--- config.mk ---
export PLATFORM = sky130hd
export DESIGN_NAME = vscpu_bus_bridge_flat
export DESIGN_NICKNAME = d
export VERILOG_FILES = /design/src/rtl/vscpu_pkg.sv /design/src/rtl/vscpu_bus_bridge_if.sv /design/src/rtl/vscpu_fifo.sv /design/src/rtl/vscpu_bus_bridge.sv /design/src/flat_wrapper.sv
export SDC_FILE = /design/constraint.sdc
export NUM_CORES = 1
export LEC_CHECK = 0
export CORE_MARGIN = 2
export CORE_UTILIZATION = 40
export DETAILED_ROUTE_END_ITERATION = 8
export GPL_TIMING_DRIVEN = 0
export PLACE_DENSITY = 0.75
export SLEW_MARGIN = 20
export SYNTH_ARGS = -nofsm -noshare
export SYNTH_HDL_FRONTEND = slang
export SYNTH_HIERARCHICAL = 1
export SYNTH_SLANG_ARGS = --single-unit
--- constraint.sdc ---
create_clock -name clk -period 4.6 [get_ports clk]
set_input_delay 0.69 -clock clk [delete_from_list [all_inputs] [get_ports clk]]
set_output_delay 0.69 -clock clk [all_outputs]
set_load 0.005 [all_outputs]
--- src/rtl/vscpu_pkg.sv ---
// Shared constants for the VSCPU bus bridge: bus widths, MMIO map, STATUS bits.
package vscpu_pkg;

    localparam int ADDR_W = 14;
    localparam int DATA_W = 32;

    // MMIO window occupies the top 16 words of the address space
    localparam logic [ADDR_W-1:0] MMIO_BASE   = 14'h3FF0;
    localparam logic [ADDR_W-1:0] ADDR_TXDATA = 14'h3FF0;
    localparam logic [ADDR_W-1:0] ADDR_STATUS = 14'h3FF1;
    localparam logic [ADDR_W-1:0] ADDR_RXDATA = 14'h3FF2;
    localparam logic [ADDR_W-1:0] ADDR_CYCLES = 14'h3FF3;

    // STATUS register bit positions
    localparam int ST_TX_FULL  = 0;
    localparam int ST_TX_EMPTY = 1;
    localparam int ST_RX_HELD  = 2;
    localparam int ST_TX_OVF   = 3;
    localparam int ST_TX_CNT   = 4;   // tx_count lives at [ST_TX_CNT +: count width]

endpackage

--- src/rtl/vscpu_bus_bridge_if.sv ---
// Bus bundle between CPU, RAM and console streams. The bridge takes the slave view.
interface vscpu_bus_bridge_if import vscpu_pkg::*; #(parameter int SIZE = ADDR_W);

    // CPU side
    logic              wrEn;
    logic [SIZE-1:0]   addr_toRam;
    logic [DATA_W-1:0] data_toRam;
    logic [DATA_W-1:0] data_fromRam;
    // RAM side
    logic              ram_wrEn;
    logic [SIZE-1:0]   ram_addr;
    logic [DATA_W-1:0] ram_wdata;
    logic [DATA_W-1:0] ram_rdata;
    // console output stream
    logic              tx_valid;
    logic [DATA_W-1:0] tx_data;
    logic              tx_ready;
    // console input stream
    logic              rx_valid;
    logic [DATA_W-1:0] rx_data;
    logic              rx_ready;

    modport slave (
        input  wrEn, addr_toRam, data_toRam, ram_rdata, tx_ready, rx_valid, rx_data,
        output data_fromRam, ram_wrEn, ram_addr, ram_wdata, tx_valid, tx_data, rx_ready
    );

    modport master (
        output wrEn, addr_toRam, data_toRam, ram_rdata, tx_ready, rx_valid, rx_data,
        input  data_fromRam, ram_wrEn, ram_addr, ram_wdata, tx_valid, tx_data, rx_ready
    );

endinterface

--- src/rtl/vscpu_fifo.sv ---
// Small synchronous FIFO with occupancy count; simultaneous push+pop allowed when full.
module vscpu_fifo #(
    parameter  int WIDTH = 32,
    parameter  int DEPTH = 4,                  // power of two
    localparam int PTR_W = $clog2(DEPTH),
    localparam int CNT_W = $clog2(DEPTH + 1)
) (
    input  logic             clk,
    input  logic             rst,
    input  logic             push,
    input  logic             pop,
    input  logic [WIDTH-1:0] din,
    output logic [WIDTH-1:0] dout,
    output logic             full,
    output logic             empty,
    output logic [CNT_W-1:0] count
);

    logic [WIDTH-1:0] mem [DEPTH];
    logic [PTR_W-1:0] rd_ptr, wr_ptr;
    logic             do_push, do_pop;

    // a pop frees the slot the same cycle, so a full queue can still take a push
    assign do_pop  = pop && !empty;
    assign do_push = push && (!full || do_pop);

    assign full  = (count == CNT_W'(DEPTH));
    assign empty = (count == '0);
    assign dout  = mem[rd_ptr];

    // storage, pointers (natural power-of-two wrap) and occupancy
    always_ff @(posedge clk or posedge rst) begin
        if (rst) begin
            rd_ptr <= '0;
            wr_ptr <= '0;
            count  <= '0;
            for (int i = 0; i < DEPTH; i++) mem[i] <= '0;
        end else begin
            if (do_push) begin
                mem[wr_ptr] <= din;
                wr_ptr      <= wr_ptr + 1'b1;
            end
            if (do_pop) rd_ptr <= rd_ptr + 1'b1;
            case ({do_push, do_pop})
                2'b10:   count <= count + 1'b1;
                2'b01:   count <= count - 1'b1;
                default: count <= count;
            endcase
        end
    end

endmodule

--- src/rtl/vscpu_bus_bridge.sv ---
// CPU-to-RAM bridge with a small MMIO window: TX queue, RX holding register, cycle counter.
module vscpu_bus_bridge import vscpu_pkg::*; #(
    parameter int SIZE     = 14,
    parameter int TX_DEPTH = 4
) (
    input  logic                     clk,
    input  logic                     rst,
    vscpu_bus_bridge_if.slave        bus
);

    localparam int CNT_W = $clog2(TX_DEPTH + 1);

    logic              is_ram;
    logic              wr_tx, wr_st, wr_rx;
    logic              tx_full, tx_empty, tx_pop, tx_push;
    logic [CNT_W-1:0]  tx_count;
    logic              tx_ovf;
    logic              rx_held;
    logic [DATA_W-1:0] rx_word;
    logic [DATA_W-1:0] cycles;
    logic [DATA_W-1:0] status;
    logic [DATA_W-1:0] mmio_rd;
    logic              sel_ram;
    logic [DATA_W-1:0] rd_word;

    assign is_ram = (bus.addr_toRam < SIZE'(MMIO_BASE));
    assign wr_tx  = bus.wrEn && (bus.addr_toRam == SIZE'(ADDR_TXDATA));
    assign wr_st  = bus.wrEn && (bus.addr_toRam == SIZE'(ADDR_STATUS));
    assign wr_rx  = bus.wrEn && (bus.addr_toRam == SIZE'(ADDR_RXDATA));

    // RAM path is purely combinational; MMIO writes are masked off the strobe
    assign bus.ram_addr  = bus.addr_toRam;
    assign bus.ram_wdata = bus.data_toRam;
    assign bus.ram_wrEn  = bus.wrEn && is_ram;

    assign tx_pop  = bus.tx_valid && bus.tx_ready;
    assign tx_push = wr_tx && (!tx_full || tx_pop);

    vscpu_fifo #(.WIDTH(DATA_W), .DEPTH(TX_DEPTH)) u_txq (
        .clk   (clk),
        .rst   (rst),
        .push  (tx_push),
        .pop   (tx_pop),
        .din   (bus.data_toRam),
        .dout  (bus.tx_data),
        .full  (tx_full),
        .empty (tx_empty),
        .count (tx_count)
    );

    assign bus.tx_valid = !tx_empty;
    assign bus.rx_ready = !rx_held;

    // sticky overflow: a dropped push in the same cycle beats the W1C clear
    always_ff @(posedge clk or posedge rst) begin
        if (rst)                             tx_ovf <= 1'b0;
        else if (wr_tx && !tx_push)          tx_ovf <= 1'b1;
        else if (wr_st && bus.data_toRam[ST_TX_OVF]) tx_ovf <= 1'b0;
    end

    // single-entry RX holder; rx_ready is low while held, so pop and capture never coincide
    always_ff @(posedge clk or posedge rst) begin
        if (rst) begin
            rx_held <= 1'b0;
            rx_word <= '0;
        end else if (wr_rx && rx_held) begin
            rx_held <= 1'b0;
        end else if (bus.rx_valid && bus.rx_ready) begin
            rx_held <= 1'b1;
            rx_word <= bus.rx_data;
        end
    end

    // free-running cycle counter, wraps naturally
    always_ff @(posedge clk or posedge rst) begin
        if (rst) cycles <= '0;
        else     cycles <= cycles + 1'b1;
    end

    // STATUS word assembly
    always_comb begin
        status                       = '0;
        status[ST_TX_FULL]           = tx_full;
        status[ST_TX_EMPTY]          = tx_empty;
        status[ST_RX_HELD]           = rx_held;
        status[ST_TX_OVF]            = tx_ovf;
        status[ST_TX_CNT +: CNT_W]   = tx_count;
    end

    // MMIO read decode; write-only and reserved addresses read 0
    always_comb begin
        mmio_rd = '0;
        case (bus.addr_toRam)
            SIZE'(ADDR_STATUS): mmio_rd = status;
            SIZE'(ADDR_RXDATA): mmio_rd = rx_word;
            SIZE'(ADDR_CYCLES): mmio_rd = cycles;
            default:            mmio_rd = '0;
        endcase
    end

    // register region select and MMIO word so every region has one-cycle read latency
    always_ff @(posedge clk or posedge rst) begin
        if (rst) begin
            sel_ram <= 1'b1;
            rd_word <= '0;
        end else begin
            sel_ram <= is_ram;
            rd_word <= mmio_rd;
        end
    end

    assign bus.data_fromRam = sel_ram ? bus.ram_rdata : rd_word;

endmodule

--- src/flat_wrapper.sv ---
// flat-port wrapper written by rule: the top's interface ports become plain ports
module vscpu_bus_bridge_flat import vscpu_pkg::*;
#(
    parameter int SIZE     = 14,
    parameter int TX_DEPTH = 4
)
  (clk, rst, bus_wrEn, bus_addr_toRam, bus_data_toRam, bus_ram_rdata, bus_tx_ready, bus_rx_valid, bus_rx_data, bus_data_fromRam, bus_ram_wrEn, bus_ram_addr, bus_ram_wdata, bus_tx_valid, bus_tx_data, bus_rx_ready);
  vscpu_bus_bridge_if #(.SIZE(SIZE)) bus_i ();
  input  logic clk;
  input  logic rst;
  input wire logic [$bits(bus_i.wrEn)-1:0] bus_wrEn;
  input wire logic [$bits(bus_i.addr_toRam)-1:0] bus_addr_toRam;
  input wire logic [$bits(bus_i.data_toRam)-1:0] bus_data_toRam;
  input wire logic [$bits(bus_i.ram_rdata)-1:0] bus_ram_rdata;
  input wire logic [$bits(bus_i.tx_ready)-1:0] bus_tx_ready;
  input wire logic [$bits(bus_i.rx_valid)-1:0] bus_rx_valid;
  input wire logic [$bits(bus_i.rx_data)-1:0] bus_rx_data;
  output wire logic [$bits(bus_i.data_fromRam)-1:0] bus_data_fromRam;
  output wire logic [$bits(bus_i.ram_wrEn)-1:0] bus_ram_wrEn;
  output wire logic [$bits(bus_i.ram_addr)-1:0] bus_ram_addr;
  output wire logic [$bits(bus_i.ram_wdata)-1:0] bus_ram_wdata;
  output wire logic [$bits(bus_i.tx_valid)-1:0] bus_tx_valid;
  output wire logic [$bits(bus_i.tx_data)-1:0] bus_tx_data;
  output wire logic [$bits(bus_i.rx_ready)-1:0] bus_rx_ready;
  assign bus_i.wrEn = bus_wrEn;
  assign bus_i.addr_toRam = bus_addr_toRam;
  assign bus_i.data_toRam = bus_data_toRam;
  assign bus_i.ram_rdata = bus_ram_rdata;
  assign bus_i.tx_ready = bus_tx_ready;
  assign bus_i.rx_valid = bus_rx_valid;
  assign bus_i.rx_data = bus_rx_data;
  assign bus_data_fromRam = bus_i.data_fromRam;
  assign bus_ram_wrEn = bus_i.ram_wrEn;
  assign bus_ram_addr = bus_i.ram_addr;
  assign bus_ram_wdata = bus_i.ram_wdata;
  assign bus_tx_valid = bus_i.tx_valid;
  assign bus_tx_data = bus_i.tx_data;
  assign bus_rx_ready = bus_i.rx_ready;
  vscpu_bus_bridge #(.SIZE(SIZE), .TX_DEPTH(TX_DEPTH)) u_core (.clk(clk), .rst(rst), .bus(bus_i));
endmodule
# Yosys cells after proc, flatten, opt, wreduce, memory -nomap -nowiden
# Cells that the tools add are included.
[totals]
ff_bits = 234
latchBits = 0
ram_bits = 0
romBits = 0
out_inout_bits = 113
elab_cells = 69
mem_count = 0
[op_classes]
n_addsub = 5
multipliers = 0
div_mod_pow = 0
n_lt_le_gt_ge = 4
eq_ne = 7
shifts = 0
muxes = 13
n_bitwise = 3
n_reduce_logical = 24
[op_table]
columns = ["operator", "count"]
rows = [
  ["bitwise mux 128 bit", 1],
  ["2-to-1 mux 32 bit", 4],
  ["one-hot mux 32 bit (3 select lines)", 1],
  ["binary-select mux 32 bit (select 2 bit)", 1],
  ["demux 32 bit (select 2 bit)", 1],
  ["equality test 14 bit, second input constant", 4],
  ["adder 32 x 1 -> 32 bit, second input constant", 1],
  ["< comparator 14 bit, second input constant", 1],
  ["logical AND 1 bit", 13],
  ["greater-or-equal comparator 3 bit, second input constant", 2],
  ["inverter 2 -> 3 bit", 2],
  ["one-hot mux 3 bit (2 select lines)", 1],
  ["nonzero test 2 bit", 3],
  ["adder 2 x 1 -> 2 bit, second input constant", 2],
  ["zero test 1 bit", 4],
  ["2-to-1 mux 1 bit", 4],
  ["adder 3 x 1 -> 3 bit, second input constant", 1],
  ["equality test 3 bit, second input constant", 1],
  ["zero test 3 bit", 1],
  ["< comparator 3 x 1 -> 1 bit, second input constant", 1],
  ["subtractor 3 x 1 -> 3 bit, second input constant", 1],
  ["equality test 2 x 1 -> 1 bit, second input constant", 1],
  ["equality test 2 bit, second input constant", 1],
  ["logical OR 1 bit", 2],
  ["other kinds (2)", 2],
]

# Depth between registers and ports, before layout
[depth]
ltp_word = 8
ltp_mapped = 11
mapped_depth_nobuf = 11

# Hierarchy
# The synthesis kept the hierarchy.
[modules_own_cells]
columns = ["mod", "instances", "cells_each", "area_per_inst_um2"]
rows = [
  ["vscpu_fifo", 1, 350, 5977.0],
  ["vscpu_bus_bridge", 1, 410, 4865.9],
]

# Least setup slack after synthesis
# No wires, ideal clock.
[synth_path]
path_kind = "input to register"
start = "input bus_addr_toRam[11]"
end = "register u_core.u_txq.count[2]"
arrival_ps = 3015
path_slack_ps = 1459
cell_stages = 11
path_buffers = 1
cell_sequence = "nand4_1 or4b_1 buf_2 nor4b_1 nand2b_1 ha_1 inv_1 fa_1 xor2_1 nor2_1 xor2_1"
[synth_between]
elab_chain_cells = 6
elab_cells_between_ends = 8
cone_classes = "3 x eq/ne; 1 x mux; 4 x reduce/logical"
[synth_rtl]
columns = ["item", "line_no", "rtl"]
rows = [
  ["start: declaration", "flat_wrapper.sv:12", "input wire logic [$bits(bus_i.addr_toRam)-1:0] bus_addr_toRam;"],
  ["equality test 14 bit *", "vscpu_bus_bridge.sv:27", "assign wr_tx = bus.wrEn && (bus.addr_toRam == SIZE'(ADDR_TXDATA));"],
  ["logical AND 1 bit *", "vscpu_bus_bridge.sv:27", ""],
  ["logical AND 1 bit *", "vscpu_bus_bridge.sv:37", "assign tx_push = wr_tx && (!tx_full || tx_pop);"],
  ["via u_core.tx_push", "vscpu_bus_bridge.sv:15", "logic tx_full, tx_empty, tx_pop, tx_push;"],
  ["logical AND 1 bit *", "vscpu_fifo.sv:25", "assign do_push = push && (!full || do_pop);"],
  ["equality test 2 x 1 -> 1 bit / equality test 2 bit (equally long branches)", "vscpu_fifo.sv:44", "case ({do_push, do_pop})"],
  ["one-hot mux 3 bit (2 select lines) / nonzero test 2 bit (equally long branches)", "n/a", ""],
  ["end signal: assignment", "vscpu_fifo.sv:45", "2'b10: count <= count + 1'b1;"],
  ["end signal: assignment", "vscpu_fifo.sv:46", "2'b01: count <= count - 1'b1;"],
  ["end signal: assignment", "vscpu_fifo.sv:47", "default: count <= count;"],
  ["end: declaration", "vscpu_fifo.sv:16", "output logic [CNT_W-1:0] count"],
]
# Mark *: on every way through the listed nets, which the timed path passes. The rest lies on a longest branch.
# A chain may end at the register's enable or synchronous reset.

# Worst setup path in the final report
[layout_path]
start = "input bus_addr_toRam[9]"
end = "register u_core/u_txq/mem[31] (netlist bit)"
[layout_between]
elab_chain_cells = 4
[layout_rtl]
columns = ["item", "line_no", "rtl"]
rows = [
  ["equality test 14 bit", "vscpu_bus_bridge.sv:27", ""],
  ["logical AND 1 bit", "vscpu_bus_bridge.sv:27", ""],
  ["logical AND 1 bit", "vscpu_bus_bridge.sv:37", ""],
  ["via u_core.tx_push", "vscpu_bus_bridge.sv:15", ""],
  ["logical AND 1 bit", "vscpu_fifo.sv:25", ""],
  ["end signal: indexed assignment", "vscpu_fifo.sv:40", "mem[wr_ptr] <= din;"],
  ["end: declaration", "vscpu_fifo.sv:19", "logic [WIDTH-1:0] mem [DEPTH];"],
]
# The timed path passes the listed nets, and every way through them passes these cells.

==> flow_summary.html <==
<table>
<tr><th>Metric</th><th>Value</th></tr>
<tr><th colspan="2">Floorplan</th></tr>
<tr><td>IO Count</td><td>228</td></tr>
<tr><td>Effective utilization at floorplan</td><td>40.5%</td></tr>
<tr><td>Total number of placement rows</td><td>60</td></tr>
<tr><td>Height of the die</td><td>approximately 170 microns</td></tr>
<tr><td>Horizontal die dimension</td><td>~170 microns</td></tr>
<tr><td>Die outline area</td><td>between 0.02 and 0.03 sq mm</td></tr>
<tr><td>Area of the placeable core</td><td>around 0.027 sq mm</td></tr>
<tr><th colspan="2">Synth</th></tr>
<tr><td>Number of storage elements in the synthesis netlist</td><td>around 230</td></tr>
<tr><td>Net count of the mapped netlist</td><td>slightly below 900</td></tr>
<tr><td>Async set-reset flop share out of synthesis</td><td>100%</td></tr>
<tr><td>Count of cell types in the netlist</td><td>39</td></tr>
<tr><td>Mean area per synthesized cell</td><td>approximately 14 sq um</td></tr>
<tr><td>Portion of synthesized cell area occupied by the leading cell type</td><td>53.8%</td></tr>
<tr><td>Seq/Total Area, Yosys</td><td>54.0%</td></tr>
<tr><td>Post-synthesis instance area</td><td>roughly 0.011 sq mm</td></tr>
<tr><td>Yosys warning count</td><td>6</td></tr>
<tr><td>Area leader, netlist</td><td>sky130_fd_sc_hd__dfrtp_1</td></tr>
<tr><td>Main synth FF type</td><td>sky130_fd_sc_hd__dfrtp_1</td></tr>
<tr><td>Main area contributors after synthesis</td><td>sky130_fd_sc_hd__dfrtp_1 (54%), sky130_fd_sc_hd__mux2_2 (20%), sky130_fd_sc_hd__mux4_2 (6.6%)</td></tr>
<tr><td>Count leader, synth</td><td>sky130_fd_sc_hd__dfrtp_1</td></tr>
<tr><td>Number of enable flip-flop cells after synthesis</td><td>0</td></tr>
<tr><td>Top cells by instance count after synthesis</td><td>sky130_fd_sc_hd__dfrtp_1 (233), sky130_fd_sc_hd__mux2_2 (195), sky130_fd_sc_hd__buf_4 (46)</td></tr>
<tr><td>Mapped Cells</td><td>760</td></tr>
<tr><th colspan="2">Timing</th></tr>
<tr><td>Relative slew slack</td><td>approximately two fifths</td></tr>
<tr><td>Final cycle utilization of the critical path</td><td>about four fifths</td></tr>
<tr><td>Final worst-path setup slack</td><td>around 0.85 ns</td></tr>
<tr><td>Least-Margin Pin Slew</td><td>around 0.9 ns</td></tr>
<tr><td>Final count of negative-setup-slack endpoints</td><td>0</td></tr>
<tr><td>Setup repair after global routing missed its margin</td><td>no</td></tr>
<tr><td>Final count of pins violating max slew</td><td>0</td></tr>
<tr><td>Upper clock frequency limit</td><td>between 200 and 300 MHz</td></tr>
<tr><td>Minimum clock period</td><td>3.75 ns</td></tr>
<tr><td>Largest clock skew in the final design</td><td>between 0.02 and 0.03 ns</td></tr>
<tr><td>Number of hold violations in the final report</td><td>0</td></tr>
<tr><th colspan="2">Drt</th></tr>
<tr><td>Iteration-0 DRC count of the detailed router</td><td>between 200 and 250</td></tr>
<tr><td>Post-detailed-routing wire length</td><td>between 20000 and 25000 microns</td></tr>
<tr><td>Avg WL per Cell</td><td>17.9 microns</td></tr>
<tr><td>Final antenna-violating net count</td><td>0</td></tr>
<tr><td>First-pass iteration count of the detailed router</td><td>4</td></tr>
<tr><td>Count of unresolved DRC violations after routing</td><td>0</td></tr>
<tr><td>Routed via count</td><td>around 7000</td></tr>
<tr><td>Routed vias/inst</td><td>~5.0</td></tr>
<tr><th colspan="2">Global routing</th></tr>
<tr><td>First-pass GRT wire length</td><td>39600 microns</td></tr>
<tr><td>All-Layer GR Usage</td><td>approximately 18%</td></tr>
<tr><td>Pin count of the biggest net entering global routing</td><td>86</td></tr>
<tr><td>Antenna violations before repair</td><td>0</td></tr>
<tr><td>Overflow left after global routing</td><td>0</td></tr>
<tr><td>Number of global-route vias before repair</td><td>about 7300</td></tr>
<tr><th colspan="2">Clocking</th></tr>
<tr><td>Inserted Clock Buffers</td><td>26</td></tr>
<tr><td>Root buffer selected by CTS</td><td>sky130_fd_sc_hd__clkbuf_16</td></tr>
<tr><td>Total number of clock tree sinks</td><td>between 200 and 250</td></tr>
<tr><td>Post-CTS setup buffers</td><td>0</td></tr>
<tr><td>Count of hold-fix buffers inserted at cts</td><td>0</td></tr>
<tr><td>Buffer levels on the longest clock path</td><td>3</td></tr>
<tr><td>CTS tree</td><td>yes</td></tr>
<tr><td>Depth of the CTS H-tree</td><td>1</td></tr>
<tr><td>Worst-Skew Late Latency</td><td>about 0.53 ns</td></tr>
<tr><td>Number of gates resized after cts</td><td>0</td></tr>
<tr><td>Clock input transition at the sequential cells of the worst setup and hold paths</td><td>around 0.060 ns</td></tr>
<tr><th colspan="2">Placement</th></tr>
<tr><td>Area after detailed placement</td><td>around 0.014 sq mm</td></tr>
<tr><td>Half-perimeter wire length after placement</td><td>about 18000 microns</td></tr>
<tr><td>Worst slack, placed</td><td>between 0.2 and 0.3 ns</td></tr>
<tr><td>Port Buffer Count</td><td>between 200 and 250</td></tr>
<tr><td>Number of placed cells counting well taps</td><td>about 1300</td></tr>
<tr><td>Final estimated routing congestion in global placement</td><td>around 0.76</td></tr>
<tr><th colspan="2">Setup path</th></tr>
<tr><td>Setup crit end kind</td><td>register</td></tr>
<tr><td>Setup Crit Path Kind</td><td>primary input to register</td></tr>
<tr><td>Arrival time of the worst setup path</td><td>between 4 and 5 ns</td></tr>
<tr><td>Maximum fanout encountered on the critical timing path</td><td>10</td></tr>
<tr><td>Critical Path RT</td><td>between 5 and 6 ns</td></tr>
<tr><td>Setup crit start kind</td><td>primary input</td></tr>
<tr><th colspan="2">Pwr</th></tr>
<tr><td>Leakage power total</td><td>around 6.7 nW</td></tr>
<tr><td>Power per Cell Area</td><td>348 mW/mm^2</td></tr>
<tr><td>Worst supply voltage drop on vdd</td><td>around 0.25 mV</td></tr>
<tr><th colspan="2">Layout</th></tr>
<tr><td>Area growth, synth to finish</td><td>33.7%</td></tr>
<tr><td>Net count reported at finish</td><td>approximately 1100</td></tr>
<tr><td>Fin cells</td><td>1376</td></tr>
<tr><td>Post-layout instance area</td><td>approximately 0.015 sq mm</td></tr>
<tr><td>Share of post-route cells with drive strength above 1</td><td>between 30% and 40%</td></tr>
<tr><td>Antenna fix cells</td><td>0</td></tr>
<tr><th colspan="2">Run status</th></tr>
<tr><td>Result of the run</td><td>completed</td></tr>
<tr><th colspan="2">Run</th></tr>
<tr><td>Number of violations of the max-capacitance limit</td><td>0</td></tr>
<tr><th colspan="2">Min path</th></tr>
<tr><td>Worst hold-check path type</td><td>register to register</td></tr>
</table>
[flip-flops by register name, summed over array words and instances, names as in the netlist]
signal and count:
u_core/u_txq/mem 128, u_core/cycles 32, u_core/rd_word 32, u_core/rx_word 32
u_core/u_txq/count 3, u_core/u_txq/rd_ptr 2, u_core/u_txq/wr_ptr 2, u_core/rx_held 1
u_core/sel_ram 1, u_core/tx_ovf 1
[metal layers]
layer | GRT usage (%) | vias to the layer above | part of all wire (%)
li1 | - | 3176 | -
met1 | 23.9 | 3525 | 44
met2 | 29.8 | 146 | 49
met3 | 2.81 | 35 | 4.5
met4 | 4.50 | 0 | 2.2
met5 | 0 | - | 0
[final cells by class]
class                      instances  area (sq um)
clock inverter                     9           115
sequential                       234          5860
multi-input combinational        430          4330
tap                              341           427
timing repair buffer             228          2320
buffer                            84           607
clock buffer                      38           786
inverter                          12          57.6
fill                            2207         12300
[power by group]
group          switching, mW  internal (mW)  total, mW
clock network          0.812           1.30       2.11
registers             0.0473           2.12       2.16
logic                  0.362          0.410      0.772
[worst max-delay path, stage by stage]
cell and delay (ns):
sky130_fd_sc_hd__clkdlybuf4s50_1 0.50, sky130_fd_sc_hd__nand4_1 0.12, sky130_fd_sc_hd__or4b_1 0.63, sky130_fd_sc_hd__buf_2 0.24, sky130_fd_sc_hd__nor4b_1 0.71, sky130_fd_sc_hd__nand2_1 0.11, sky130_fd_sc_hd__nor2_1 0.54, sky130_fd_sc_hd__buf_6 0.26
sky130_fd_sc_hd__mux2_2 0.36
[worst paths after layout]
check / from / endpoint / slack [ns] / cells after the start
min reg2reg: u_core/cycles[31] / u_core/cycles[31] / 0.48 / 1
min in group asynchronous: rst / u_core/u_txq/mem[87] / 0.72 / 2
max in group asynchronous: rst / u_core/u_txq/count[1] / 3.16 / 3
max reg2reg: u_core/u_txq/count[0] / u_core/u_txq/mem[31] / 1.50 / 8
min: u_core/cycles[31] / u_core/cycles[31] / 0.48 / 1
max: bus_addr_toRam[9] / u_core/u_txq/mem[31] / 0.85 / 9
[through the flow]
| step | util (%) | power, mW | hold slack [ns] | TNS (ns) |
|---|---|---|---|---|
| after floorplan | - | 2.65 | 0.445 | 0 |
| after global placement | 50.5 | 2.97 | 0.471 | -238.82 |
| after detailed placement | 50.7 | 2.99 | 0.471 | 0 |
| after CTS | 54.1 | 5.11 | 0.483 | 0 |
| after global routing | 54.1 | 5.27 | 0.506 | 0 |
| final | 54.1 | 5.04 | 0.483 | 0 |
[cell families after synthesis]
group,Yosys count,synth area share (%)
multiplexers,256,29.6
flip-flops,234,54.0
AND/OR/NAND/NOR,118,5.71
buffers and inverters,96,6.01
XOR/XNOR,36,2.91
AO/OA/AOI/OAI,13,0.865
adder cells (fa/ha/maj),7,0.877
[placed cells by master, fill, tap and decap left out, drive strengths merged, types with 4 or more instances in the layout]
| cell type | instances |
|---|---|
| and4 | 4 |
| nor3 | 4 |
| nor2 | 45 |
| xor2 | 10 |
| xnor2 | 26 |
| inv | 13 |
| a22oi | 7 |
| buf | 76 |
| ha | 6 |
| clkinv | 5 |
| nand4 | 12 |
| mux4 | 32 |
| mux2i | 26 |
| clkdlybuf4s50 | 226 |
| nand2 | 15 |
| nand3 | 14 |
| clkbuf | 48 |
| mux2 | 198 |
| and3 | 8 |
| dfrtp | 233 |
Note: power is estimated with default switching activity, not from simulation.
